<file path="config.mk">
export PLATFORM = sky130hd
export DESIGN_NAME = noc_traffic_node
export DESIGN_NICKNAME = d
export VERILOG_FILES = /design/src/rtl/noc_tg_pkg.sv /design/src/rtl/noc_tg_sink.sv /design/src/rtl/noc_traffic_node.sv
export SDC_FILE = /design/constraint.sdc
export NUM_CORES = 1
export LEC_CHECK = 0
export BUFFER_PORTS_ARGS = -buffer_cell sky130_fd_sc_hd__buf_2
export CAP_MARGIN = 20
export CORE_MARGIN = 1
export CORE_UTILIZATION = 45
export DETAILED_ROUTE_END_ITERATION = 12
export GPL_ROUTABILITY_DRIVEN = 0
export PLACE_DENSITY = 0.74
export SYNTH_ARGS = -nofsm -noshare
export SYNTH_HDL_FRONTEND = slang
export SYNTH_HIERARCHICAL = 1
export SYNTH_SLANG_ARGS = --single-unit
export TNS_END_PERCENT = 5
</file>
<file path="constraint.sdc">
create_clock -name clk -period 3.2 [get_ports clk]
set_input_delay 0.16 -clock clk [delete_from_list [all_inputs] [get_ports clk]]
set_output_delay 0.16 -clock clk [all_outputs]
set_load 0.05 [all_outputs]
</file>
<file path="src/rtl/noc_tg_pkg.sv">
// noc_tg_pkg: shared definitions for the NoC traffic node.
//   - flit type encodings and field positions
//   - destination-pattern enum (cfg_mode) and generator FSM state enum
//   - LFSR step function used for uniform-random destinations
package noc_tg_pkg;

  // Flit type field encodings (bits [1:0])
  localparam logic [1:0] FT_DATA = 2'b00;
  localparam logic [1:0] FT_HEAD = 2'b01;
  localparam logic [1:0] FT_TAIL = 2'b10;
  localparam logic [1:0] FT_HT   = 2'b11;

  // Field positions
  localparam int TYPE_LSB = 0;
  localparam int TYPE_MSB = 1;
  localparam int DST_LSB  = 4;
  localparam int DST_MSB  = 11;
  localparam int SRC_LSB  = 12;
  localparam int SRC_MSB  = 19;
  localparam int VCH_LSB  = 20;
  localparam int VCH_MSB  = 23;
  localparam int FID_LSB  = 4;
  localparam int FID_MSB  = 11;
  localparam int TS_LSB   = 16;
  localparam int TS_MSB   = 31;

  localparam logic [15:0] LFSR_SEED = 16'hACE1;

  typedef enum logic [1:0] {
    MODE_FIXED = 2'd0,
    MODE_RAND  = 2'd1,
    MODE_BITC  = 2'd2,
    MODE_RSVD  = 2'd3
  } mode_e;

  typedef enum logic [2:0] {
    ST_IDLE = 3'd0,
    ST_GAP  = 3'd1,
    ST_HEAD = 3'd2,
    ST_BODY = 3'd3,
    ST_END  = 3'd4
  } state_e;

  // One step of the x^16+x^14+x^13+x^11+1 Fibonacci LFSR (right-shifting form)
  function automatic logic [15:0] lfsr_next(input logic [15:0] s);
    logic fb;
    fb = s[0] ^ s[2] ^ s[3] ^ s[5];
    return {fb, s[15:1]};
  endfunction

endpackage

</file>
<file path="src/rtl/noc_tg_sink.sv">
// noc_tg_sink: receive side of the traffic node.
//   Counts ejected flits/packets, checks per-VC packet framing and head
//   destination, and (with NOC_TG_LATENCY_EN defined) accumulates tail latency.
// Ports:
//   clk, rst_          clock, async active-low reset
//   odata/ovalid/ovch  ejected flit from the router local output
//   now                free-running 16-bit cycle counter from the generator
//   recv_flits/recv_pkts/err_cnt  statistics
//   lat_sum/lat_max    latency statistics (0 when NOC_TG_LATENCY_EN undefined)
module noc_tg_sink
  import noc_tg_pkg::*;
#(
  parameter int NODE_ID = 0,
  parameter int VCH_NUM = 2,
  parameter int DATAW   = 63,
  parameter int CNTW    = 32,
  parameter int VCW     = 1
) (
  input  logic             clk,
  input  logic             rst_,
  input  logic [DATAW:0]   odata,
  input  logic             ovalid,
  input  logic [VCW-1:0]   ovch,
  input  logic [15:0]      now,
  output logic [CNTW-1:0]  recv_flits,
  output logic [CNTW-1:0]  recv_pkts,
  output logic [CNTW-1:0]  err_cnt,
  output logic [CNTW-1:0]  lat_sum,
  output logic [15:0]      lat_max
);

  localparam logic [7:0] NODE_ID8 = 8'(NODE_ID);

  logic [CNTW-1:0]    r_recv_flits;
  logic [CNTW-1:0]    r_recv_pkts;
  logic [CNTW-1:0]    r_err_cnt;
  logic [VCH_NUM-1:0] r_in_pkt;

  logic [1:0] w_type;
  logic       w_is_head;
  logic       w_is_tail;
  logic       w_in_pkt;
  logic       w_err;

  // Classify the incoming flit and decide whether it is a protocol error
  always_comb begin
    w_type    = odata[TYPE_MSB:TYPE_LSB];
    w_is_head = w_type[0];
    w_is_tail = w_type[1];
    w_in_pkt  = r_in_pkt[ovch];
    // A single flit can raise at most one error even if several checks trip
    if (w_is_head) begin
      w_err = w_in_pkt || (odata[DST_MSB:DST_LSB] != NODE_ID8);
    end else begin
      w_err = !w_in_pkt;
    end
  end

  // Statistics counters and per-VC in-packet tracking
  always_ff @(posedge clk or negedge rst_) begin
    if (!rst_) begin
      r_recv_flits <= '0;
      r_recv_pkts  <= '0;
      r_err_cnt    <= '0;
      r_in_pkt     <= '0;
    end else if (ovalid) begin
      r_recv_flits <= r_recv_flits + CNTW'(1);
      if (w_is_tail) r_recv_pkts <= r_recv_pkts + CNTW'(1);
      if (w_err)     r_err_cnt   <= r_err_cnt + CNTW'(1);
      if (w_is_head && !w_is_tail) begin
        r_in_pkt[ovch] <= 1'b1;
      end else if (w_is_tail) begin
        r_in_pkt[ovch] <= 1'b0;
      end
    end
  end

  assign recv_flits = r_recv_flits;
  assign recv_pkts  = r_recv_pkts;
  assign err_cnt    = r_err_cnt;

`ifdef NOC_TG_LATENCY_EN
  logic [CNTW-1:0] r_lat_sum;
  logic [15:0]     r_lat_max;
  logic [15:0]     w_lat;

  // Modulo-2^16 difference handles wrap of the cycle counter
  assign w_lat = now - odata[TS_MSB:TS_LSB];

  // Latency accumulation on plain tail flits (headtail packets carry no stamp)
  always_ff @(posedge clk or negedge rst_) begin
    if (!rst_) begin
      r_lat_sum <= '0;
      r_lat_max <= '0;
    end else if (ovalid && (w_type == FT_TAIL)) begin
      r_lat_sum <= r_lat_sum + CNTW'(w_lat);
      if (w_lat > r_lat_max) r_lat_max <= w_lat;
    end
  end

  assign lat_sum = r_lat_sum;
  assign lat_max = r_lat_max;
`else
  assign lat_sum = '0;
  assign lat_max = 16'd0;
`endif

endmodule

</file>
<file path="src/rtl/noc_traffic_node.sv">
// noc_traffic_node: per-node NoC traffic generator and sink.
//   Generator builds wormhole packets (head/data/tail or headtail) with a
//   selectable destination pattern, round-robin VC choice, packet-level
//   per-VC flow control and a programmable gap. The sink (noc_tg_sink)
//   checks and counts ejected traffic.
//   Optional macro: NOC_TG_LATENCY_EN enables lat_sum/lat_max.
// Ports:
//   clk, rst_                       clock, async active-low reset
//   cfg_en/mode/dst/len/gap/pkt_limit  generator configuration
//   idata/ivalid/ivch, ordy         to/from router local input
//   odata/ovalid/ovch               from router local output
//   sent_*/recv_*/err_cnt/done      statistics
//   lat_sum/lat_max                 latency statistics
module noc_traffic_node
  import noc_tg_pkg::*;
#(
  parameter int NODE_ID  = 0,
  parameter int NODE_NUM = 16,
  parameter int VCH_NUM  = 2,
  parameter int DATAW    = 63,
  parameter int CNTW     = 32,
  localparam int VCW     = (VCH_NUM > 1) ? $clog2(VCH_NUM) : 1
) (
  input  logic               clk,
  input  logic               rst_,
  input  logic               cfg_en,
  input  logic [1:0]         cfg_mode,
  input  logic [7:0]         cfg_dst,
  input  logic [7:0]         cfg_len,
  input  logic [7:0]         cfg_gap,
  input  logic [CNTW-1:0]    cfg_pkt_limit,
  output logic [DATAW:0]     idata,
  output logic               ivalid,
  output logic [VCW-1:0]     ivch,
  input  logic [VCH_NUM-1:0] ordy,
  input  logic [DATAW:0]     odata,
  input  logic               ovalid,
  input  logic [VCW-1:0]     ovch,
  output logic [CNTW-1:0]    sent_flits,
  output logic [CNTW-1:0]    sent_pkts,
  output logic [CNTW-1:0]    recv_flits,
  output logic [CNTW-1:0]    recv_pkts,
  output logic [CNTW-1:0]    err_cnt,
  output logic               done,
  output logic [CNTW-1:0]    lat_sum,
  output logic [15:0]        lat_max
);

  localparam logic [7:0]     NODE_ID8  = 8'(NODE_ID);
  localparam logic [7:0]     NODE_MASK = 8'(NODE_NUM - 1);
  localparam logic [VCW-1:0] VCH_LAST  = VCW'(VCH_NUM - 1);

  state_e          r_state;
  state_e          w_state_nxt;
  logic [7:0]      r_gap;
  logic [7:0]      r_len;
  logic [7:0]      r_fid;
  logic [7:0]      r_dst;
  logic [VCW-1:0]  r_vch;
  logic [VCW-1:0]  r_vc_ptr;
  logic [15:0]     r_ts;
  logic [15:0]     r_now;
  logic [15:0]     r_lfsr;
  logic [CNTW-1:0] r_sent_flits;
  logic [CNTW-1:0] r_sent_pkts;
  logic            r_done;

  logic            w_ivalid;
  logic            w_head_fire;
  logic            w_head_entry;
  logic            w_load_gap;
  logic [7:0]      w_len_eff;
  logic [7:0]      w_rand;
  logic [7:0]      w_dst_new;
  logic [CNTW-1:0] w_pkts_inc;
  logic            w_limit_hit;
  logic [DATAW:0]  w_idata;

  assign w_len_eff   = (cfg_len == 8'd0) ? 8'd1 : cfg_len;
  assign w_rand      = r_lfsr[7:0] & NODE_MASK;
  assign w_pkts_inc  = r_sent_pkts + CNTW'(1);
  assign w_limit_hit = (cfg_pkt_limit != '0) && (w_pkts_inc == cfg_pkt_limit);

  // Destination for the packet about to start
  always_comb begin
    case (mode_e'(cfg_mode))
      MODE_RAND: begin
        // Never target ourselves: bump to the next node
        w_dst_new = (w_rand == NODE_ID8) ? ((NODE_ID8 + 8'd1) & NODE_MASK) : w_rand;
      end
      MODE_BITC: w_dst_new = ~NODE_ID8 & NODE_MASK;
      default:   w_dst_new = cfg_dst;
    endcase
  end

  // Next-state and flit-valid decode; gap of 0 skips GAP entirely
  always_comb begin
    w_state_nxt = r_state;
    w_ivalid    = 1'b0;
    w_head_fire = 1'b0;
    case (r_state)
      ST_IDLE: begin
        if (cfg_en && !r_done) begin
          w_state_nxt = (cfg_gap == 8'd0) ? ST_HEAD : ST_GAP;
        end else begin
          w_state_nxt = ST_IDLE;
        end
      end
      ST_GAP: begin
        if (!cfg_en) begin
          w_state_nxt = ST_IDLE;
        end else if (r_gap == 8'd1) begin
          w_state_nxt = ST_HEAD;
        end else begin
          w_state_nxt = ST_GAP;
        end
      end
      ST_HEAD: begin
        if (!cfg_en) begin
          w_state_nxt = ST_IDLE;
        end else if (ordy[r_vch]) begin
          // Whole packet is committed once the head goes out
          w_ivalid    = 1'b1;
          w_head_fire = 1'b1;
          w_state_nxt = (r_len == 8'd1) ? ST_END : ST_BODY;
        end else begin
          w_state_nxt = ST_HEAD;
        end
      end
      ST_BODY: begin
        w_ivalid    = 1'b1;
        w_state_nxt = (r_fid == r_len - 8'd1) ? ST_END : ST_BODY;
      end
      ST_END: begin
        if (w_limit_hit) begin
          w_state_nxt = ST_IDLE;
        end else if (cfg_en) begin
          w_state_nxt = (cfg_gap == 8'd0) ? ST_HEAD : ST_GAP;
        end else begin
          w_state_nxt = ST_IDLE;
        end
      end
      default: w_state_nxt = ST_IDLE;
    endcase
  end

  assign w_head_entry = (w_state_nxt == ST_HEAD) && (r_state != ST_HEAD);
  assign w_load_gap   = (w_state_nxt == ST_GAP) && (r_state != ST_GAP);

  // Flit assembly from the latched packet context
  always_comb begin
    w_idata = '0;
    if (w_ivalid && (r_state == ST_HEAD)) begin
      w_idata[TYPE_MSB:TYPE_LSB] = (r_len == 8'd1) ? FT_HT : FT_HEAD;
      w_idata[DST_MSB:DST_LSB]   = r_dst;
      w_idata[SRC_MSB:SRC_LSB]   = NODE_ID8;
      w_idata[VCH_MSB:VCH_LSB]   = 4'(r_vch);
    end else if (w_ivalid) begin
      w_idata[TYPE_MSB:TYPE_LSB] = (r_fid == r_len - 8'd1) ? FT_TAIL : FT_DATA;
      w_idata[FID_MSB:FID_LSB]   = r_fid;
      w_idata[TS_MSB:TS_LSB]     = r_ts;
    end else begin
      w_idata = '0;
    end
  end

  // FSM state, cycle counter and gap counter
  always_ff @(posedge clk or negedge rst_) begin
    if (!rst_) begin
      r_state <= ST_IDLE;
      r_now   <= 16'd0;
      r_gap   <= 8'd0;
    end else begin
      r_state <= w_state_nxt;
      r_now   <= r_now + 16'd1;
      if (w_load_gap) begin
        r_gap <= cfg_gap;
      end else if (r_state == ST_GAP) begin
        r_gap <= r_gap - 8'd1;
      end
    end
  end

  // Packet context latched on HEAD entry; LFSR steps once per packet
  always_ff @(posedge clk or negedge rst_) begin
    if (!rst_) begin
      r_vch  <= '0;
      r_dst  <= 8'd0;
      r_len  <= 8'd1;
      r_lfsr <= LFSR_SEED ^ 16'(NODE_ID);
    end else if (w_head_entry) begin
      r_vch  <= r_vc_ptr;
      r_dst  <= w_dst_new;
      r_len  <= w_len_eff;
      r_lfsr <= lfsr_next(r_lfsr);
    end
  end

  // Body flit id and enqueue timestamp (taken when the head actually leaves)
  always_ff @(posedge clk or negedge rst_) begin
    if (!rst_) begin
      r_fid <= 8'd0;
      r_ts  <= 16'd0;
    end else if (w_head_fire) begin
      r_fid <= 8'd1;
      r_ts  <= r_now;
    end else if (r_state == ST_BODY) begin
      r_fid <= r_fid + 8'd1;
    end
  end

  // Send statistics, VC round-robin pointer and sticky done
  always_ff @(posedge clk or negedge rst_) begin
    if (!rst_) begin
      r_sent_flits <= '0;
      r_sent_pkts  <= '0;
      r_vc_ptr     <= '0;
      r_done       <= 1'b0;
    end else begin
      if (w_ivalid) r_sent_flits <= r_sent_flits + CNTW'(1);
      if (r_state == ST_END) begin
        r_sent_pkts <= w_pkts_inc;
        r_vc_ptr    <= (r_vc_ptr == VCH_LAST) ? '0 : r_vc_ptr + VCW'(1);
        if (w_limit_hit) r_done <= 1'b1;
      end
    end
  end

  assign idata      = w_idata;
  assign ivalid     = w_ivalid;
  assign ivch       = w_ivalid ? r_vch : '0;
  assign sent_flits = r_sent_flits;
  assign sent_pkts  = r_sent_pkts;
  assign done       = r_done;

  noc_tg_sink #(
    .NODE_ID (NODE_ID),
    .VCH_NUM (VCH_NUM),
    .DATAW   (DATAW),
    .CNTW    (CNTW),
    .VCW     (VCW)
  ) u_sink (
    .clk        (clk),
    .rst_       (rst_),
    .odata      (odata),
    .ovalid     (ovalid),
    .ovch       (ovch),
    .now        (r_now),
    .recv_flits (recv_flits),
    .recv_pkts  (recv_pkts),
    .err_cnt    (err_cnt),
    .lat_sum    (lat_sum),
    .lat_max    (lat_max)
  );

endmodule

</file>
======== Word level (Yosys, flattened, before mapping) ========
Index checks and enable logic that the tools add are counted.
cells by class
  mux-type cells .......................... 41
  magnitude comparators ................... 3
  add/sub/neg operators ................... 10
  bitwise operators ....................... 6
  reduce and logical (&&, ||, !) cells .... 24
  eq/ne operators ......................... 14
operator list
  operator                                              count
  adder 32 x 1 -> 32 bit (second input constant)        5
  two-way mux 8 bit                                     7
  equality test 32 bit                                  1
  nonzero test 32 bit                                   1
  logical NOT 8 bit                                     3
  two-way mux 2 bit                                     12
  two-way mux 20 bit                                    1
  adder 16 x 1 -> 16 bit (second input constant)        1
  equality test 8 x 1 -> 1 bit (second input constant)  2
  two-way mux 16 bit                                    1
  one-hot mux 8 bit (2 select lines)                    1
  subtractor 8 x 1 -> 8 bit (second input constant)     2
  one-hot mux 3 bit (5 select lines)                    1
  two-way mux 3 bit                                     4
  two-way mux 1 bit                                     11
  equality test 3 x 2 -> 1 bit (second input constant)  3
  adder 8 x 1 -> 8 bit (second input constant)          1
  equality test 8 bit                                   1
  AND reduction 2 bit                                   4
  nonzero test 8 bit                                    1
  logical AND 1 bit                                     7
  equality test 3 x 1 -> 1 bit (second input constant)  2
  nonzero test 2 bit                                    3
  < comparator 1 x 2 -> 1 bit (second input constant)   2
  17 further kinds                                      21
storage, ports and cells
  flip-flop bits (word level) ............. 248
  input bits .............................. 129
  logic and storage cells ................. 115

======== Longest topological paths before layout ========
  depth after elaboration ................. 8
  depth in mapped cells ................... 13
  gate-level depth less buffers ........... 12

======== Modules after synthesis ========
Netlist, hierarchy kept.
modules (own cells, without submodules)
  module            area an instance (µm²)  times used  cells each  sequential area each (µm²)
  noc_traffic_node  8,732.1                 1           855         3,764.9
  noc_tg_sink       4,810.9                 1           447         2,452.4

======== Worst setup path after synthesis ========
Ideal clock, no wire load.
  kind .................................... flip-flop to flip-flop
  from .................................... register r_sent_pkts[0] (netlist: sent_pkts[0])
  to ...................................... register r_dst[0]
  data required time ...................... 3,075 ps
  buffers on the path ..................... 2
  setup slack ............................. -678 ps
  cell stages (with the launch flop) ...... 13
  arrival time ............................ 3,752 ps
  path through ............................ dfrtp_1 > ha_1 > nand3_2 > or4_1 > or4_4 > a311o_2 > a22oi_2 > and4_4 > or2_4 > o41a_1 > buf_6 > buf_12 > mux2_4
between the ends
  word-level cells in the longest chain between the ends .. 7
ends and longest elaborated chain
  what                                RTL line                 text
  start, declared                     noc_traffic_node.sv:65   logic [CNTW-1:0] r_sent_pkts;
  start signal, assigned              noc_traffic_node.sv:222  r_sent_pkts <= w_pkts_inc;
  adder 32 x 1 -> 32 bit              noc_traffic_node.sv:81   assign w_pkts_inc = r_sent_pkts + CNTW'(1);
  equality test 32 bit                noc_traffic_node.sv:82   assign w_limit_hit = (cfg_pkt_limit != '0) && (w_pkts_inc == cfg_pkt_limit);
  logical AND 1 bit                   noc_traffic_node.sv:82
  two-way mux 2 bit                   noc_traffic_node.sv:135  if (w_limit_hit) begin
  one-hot mux 3 bit (5 select lines)  noc_traffic_node.sv:101  case (r_state)
  equality test 3 x 2 -> 1 bit        noc_traffic_node.sv:147  assign w_head_entry = (w_state_nxt == ST_HEAD) && (r_state != ST_HEAD);
  logical AND 1 bit                   noc_traffic_node.sv:147
  end signal, assigned                noc_traffic_node.sv:193  r_dst <= w_dst_new;
  end, declared                       noc_traffic_node.sv:58   logic [7:0] r_dst;
Every way passes these cells.
A chain may end at the register's enable or synchronous reset.

======== Worst setup path after layout ========
  from .................................... register r_sent_pkts[3] (netlist: sent_pkts[3])
  to ...................................... register r_dst[0]
The elaborated chain is that of the path after synthesis.

==> results by stage <==
Drt:
- After the first detailed-routing iteration, the DRC count stood at 606.
- The first-pass detailed-route iteration total is 5.
- In the final routed layout, each cell accounts on average for 16.04 µm.
- After detailed routing, the number of remaining DRC violations is 0.
- The detail-routed via count per cell is 5.213.
- In this run the remaining antenna-violating nets after routing total 0.
- The via total after detailed routing is 10.82k.
- Wires add up to 33310 µm.

Global route:
- The number of antenna violations at the first check in global routing is 0.
- The first global-routing pass estimated 53320 µm of wire.
- The maximum number of pins on one net before global-route repair is 87.
- The total routing usage reported by global routing is 0.2108.
- The via count of the first global-routing pass is 10.38k.
- The remaining global-route overflow is 0.

Critical path:
- The sort of element at the end of the critical path is a register.
- Among cell families on the critical path, the largest total delay comes from simple AND/OR/NAND/NOR gates.
- The data arrival time of the critical path is 3.74 ns.
- On the critical path, the stage with the largest delay is an instance of sky130_fd_sc_hd__or4b_1.
- The worst setup path category is register to register.
- In this run the worst path has a maximum fanout of 9.
- The critical path goes through nand4_1 -> buf_4 -> nor3_2 -> o211ai_1 -> or4b_1 -> nor4_1 -> and4_4 -> or2_4 -> o41a_4 -> clkbuf_16 -> mux2_4.
- The worst setup path is launched from a register.
- The combined buffer and inverter count along the critical path is 2.
- At the worst endpoint, the required time is 3.63 ns.
- For this run, the slowest stage of the critical path takes 0.51 ns.

Finish:
- The post-layout net count is 1806.
- In the final layout, the share of cells above drive strength 1 is 0.3062.
- The synthesis-to-layout area growth is 24.76%.
- The number of cells in the finished layout apart from fillers is 2076.
- In the layout the commonest cells are sky130_fd_sc_hd__buf_2, sky130_fd_sc_hd__dfrtp_1, sky130_fd_sc_hd__xnor2_1, sky130_fd_sc_hd__nand2_1, sky130_fd_sc_hd__xor2_1.
- The most common library cell in the layout ignoring fill and taps is sky130_fd_sc_hd__buf_2.

Clocking:
- The number of sinks handled by clock tree synthesis is 248.
- The tree is rooted in a sky130_fd_sc_hd__clkbuf_16.
- The source-to-sink clock delay at the later pin of the worst-skew pair is 0.54 ns.
- The maximum buffer depth of the clock tree is 3.
- The CTS buffer count is 28.
- CTS built an H-tree with a depth of 1.
- The clock tree from TritonCTS is done.
- Clock-pin slew was measured on the worst setup and hold paths at 0.06 ns.

Power and ir drop:
- VDD sags by at most 0.6655 mV.
- Power spread over the standard cell area amounts to 593.3 nW/µm².
- The final total power is 10.02 mW.
- In this run the static leakage power is 8.548 nW.

Die:
- The die footprint is 30790 µm².
- The number of rows created at floorplan is 63.
- The die extent in y is 175.5 µm.
- The region available for standard cell placement spans 29640 µm².
- The initial cell density of the core is 0.4569.
- Pin placement for this block handled 404 I/O pins.
- The die is 175.5 µm wide.

Timing:
- The final critical-path required period is 3.311 ns.
- In the post-route analysis, the smallest setup slack over all paths is -0.1114 ns.
- The normalized max-slew margin is 0.5140.
- The transition time at the pin with the least slew margin is 0.7224 ns.
- The worst clock skew is 0.01552 ns.
- The fraction of the cycle the final worst path needs is 1.035.
- The final number of hold-violating endpoints is 0.
- The number of slew-limit violations in the final report is 0.
- The highest clock rate is 0.3020 GHz.
- For the final routed database, the setup TNS stands at -2.873 ns.
- Setup repair after global routing could not meet its margin everywhere.
- Setup violations remaining at the end of the flow were counted as 37.
- Hold timing on the final database bottoms out at a slack of 0.04350 ns.

Place:
- The number of port buffers is 263.
- The worst setup timing slack at the placement stage is -0.2332 ns.
- The placed instance count is 1990.
- The wire-length estimate of the detail-placed layout is 23920 µm.

Synth:
- The yosys synthesis warning count is 6.
- Synthesis instantiated 83 different standard cells from the library.
- The combined area of all synthesized cells is 13540 µm².
- The share of flip-flops with an asynchronous set or reset after synthesis is 1.000.
- The total of flip-flops plus latches after synthesis is 248.
- The count of flip-flops with a built-in enable after synthesis is 0.
- Dividing the synthesized area by the synthesized cell count gives 10.40 µm².
- The gate count of the mapped netlist is 1302.
- In the synthesized netlist the dominant register cell turns out to be sky130_fd_sc_hd__dfrtp_1.
- Of the synthesized area, sequential elements account for 0.4591.

Run:
- The tool flagged a number of max-cap violations equal to 0.

Hold path:
- In this run the worst hold path is classified as input pin to register.

Outcome:
- The flow ran to the end, but the final reports show violations.
- The checks that failed: setup timing.
what timing repair did:
item	4_1_cts	5_1_grt
hold buffers	29	0
pin swaps	1	4
endpoints found under the hold margin	106	0
buffers inserted	4	0
endpoints found under the setup margin	42	44
resized for setup	8	11
cloned	0	1
where the power goes:
group          switching [mW]  leakage, nW  internal, mW
combinational            1.74         4.83         0.948
clock                    1.29        0.482          2.07
sequential              0.455         3.24          3.52
worst reg2reg max path: cells and delay by family, from the launching register on:
family          cells  cell delay (ns)
buf+inv             2             0.38
simple gates        6             1.76
mux                 1             0.30
compound gates      2             0.36
flops               1             0.43
per-stage QoR:
step           area (µm²)  utilization
2_1_floorplan       13950            -
3_3_place_gp        15490       0.5227
3_5_place_dp        15490       0.5227
4_1_cts             16810       0.5672
5_1_grt             16890       0.5700
6_report            16900       0.5701
routing by layer:
metal,vias up,global-route usage,wire length (µm)
met5,-,0,0
met4,0,0.07428,988
met3,67,0.02857,1829
met2,376,0.3395,15810
met1,5306,0.2911,14680
li1,5074,-,-
area by class of cell:
cell class	instances	area, µm²
Fill cell	2544	12740
Multi-Input combinational cell	987	6770
Antenna cell	1	2.502
Clock inverter	11	166.4
Inverter	22	82.58
Sequential cell	248	6248
Timing Repair Buffer	377	2332
Clock buffer	40	805.8
Tap cell	390	488.0
kinds of logic (layout without fill, tap and decap cells):
| group | after synthesis | in the layout | share of synthesized area |
|---|---|---|---|
| buf+inv | 151 | 450 | 0.07206 |
| xor+xnor | 234 | 234 | 0.1513 |
| mux | 55 | 55 | 0.05211 |
| fa+ha+maj | 13 | 13 | 0.01201 |
| flops | 248 | 248 | 0.4591 |
| simple gates | 511 | 511 | 0.2060 |
| compound gates | 88 | 88 | 0.04684 |
| other cells | 2 | 87 | 0.0005545 |
cell usage after synthesis (4+ instances only):
cell type	count	area, µm²
sky130_fd_sc_hd__and4_1	16	140.1
sky130_fd_sc_hd__o21a_1	4	30.03
sky130_fd_sc_hd__or2_2	6	37.54
sky130_fd_sc_hd__clkbuf_1	20	75.07
sky130_fd_sc_hd__a21oi_1	13	65.06
sky130_fd_sc_hd__inv_1	21	78.83
sky130_fd_sc_hd__o311ai_0	4	35.03
sky130_fd_sc_hd__mux2_4	25	375.4
sky130_fd_sc_hd__a31oi_1	4	25.02
sky130_fd_sc_hd__a21o_1	4	30.03
sky130_fd_sc_hd__nor3_1	37	185.2
sky130_fd_sc_hd__a22o_1	5	43.79
sky130_fd_sc_hd__nand4_1	47	294.0
sky130_fd_sc_hd__buf_2	13	65.06
sky130_fd_sc_hd__buf_4	87	653.1
sky130_fd_sc_hd__nand2_1	124	465.5
sky130_fd_sc_hd__and2_1	25	156.4
sky130_fd_sc_hd__or3_1	9	56.30
sky130_fd_sc_hd__o21ai_0	20	100.1
sky130_fd_sc_hd__nor2_1	73	274.0
sky130_fd_sc_hd__mux2_2	24	270.3
sky130_fd_sc_hd__nand3b_1	4	30.03
sky130_fd_sc_hd__nor4_1	35	219.0
sky130_fd_sc_hd__dfstp_2	9	236.5
sky130_fd_sc_hd__xor2_1	96	840.8
sky130_fd_sc_hd__xnor2_1	138	1209
sky130_fd_sc_hd__dfrtp_1	239	5981
sky130_fd_sc_hd__nand3_1	65	325.3
sky130_fd_sc_hd__and3_1	33	206.5
sky130_fd_sc_hd__ha_1	13	162.7
sky130_fd_sc_hd__mux2i_1	6	60.06
path summary, 6_finish.rpt:
| path | startpoint | endpoint | slack, ns | cells after the start |
|---|---|---|---|---|
| max | sent_pkts[3] | r_dst[0] | -0.11 | 11 |
| min | odata[0] | register | 0.04 | 3 |
| max reg2reg | sent_pkts[3] | r_dst[0] | -0.11 | 11 |
| min reg2reg | sent_flits[31] | sent_flits[31] | 0.46 | 1 |
| max in group asynchronous | rst_ | u_sink/err_cnt[18] | 2.13 | 3 |
| min in group asynchronous | rst_ | sent_flits[29] | 0.17 | 2 |
flip-flops by register name, summed over array words and instances (netlist names), named ones only:
| register | cells |
|---|---|
| done | 1 |
| r_dst | 8 |
| r_fid | 8 |
| r_gap | 8 |
| r_len | 8 |
| r_lfsr | 16 |
| r_now | 16 |
| r_state | 3 |
| r_ts | 16 |
| r_vc_ptr | 1 |
| r_vch | 1 |
| sent_flits | 32 |
| sent_pkts | 32 |
| u_sink/err_cnt | 32 |
| u_sink/recv_flits | 32 |
| u_sink/recv_pkts | 32 |
Note: power is estimated with default switching activity, not from simulation.
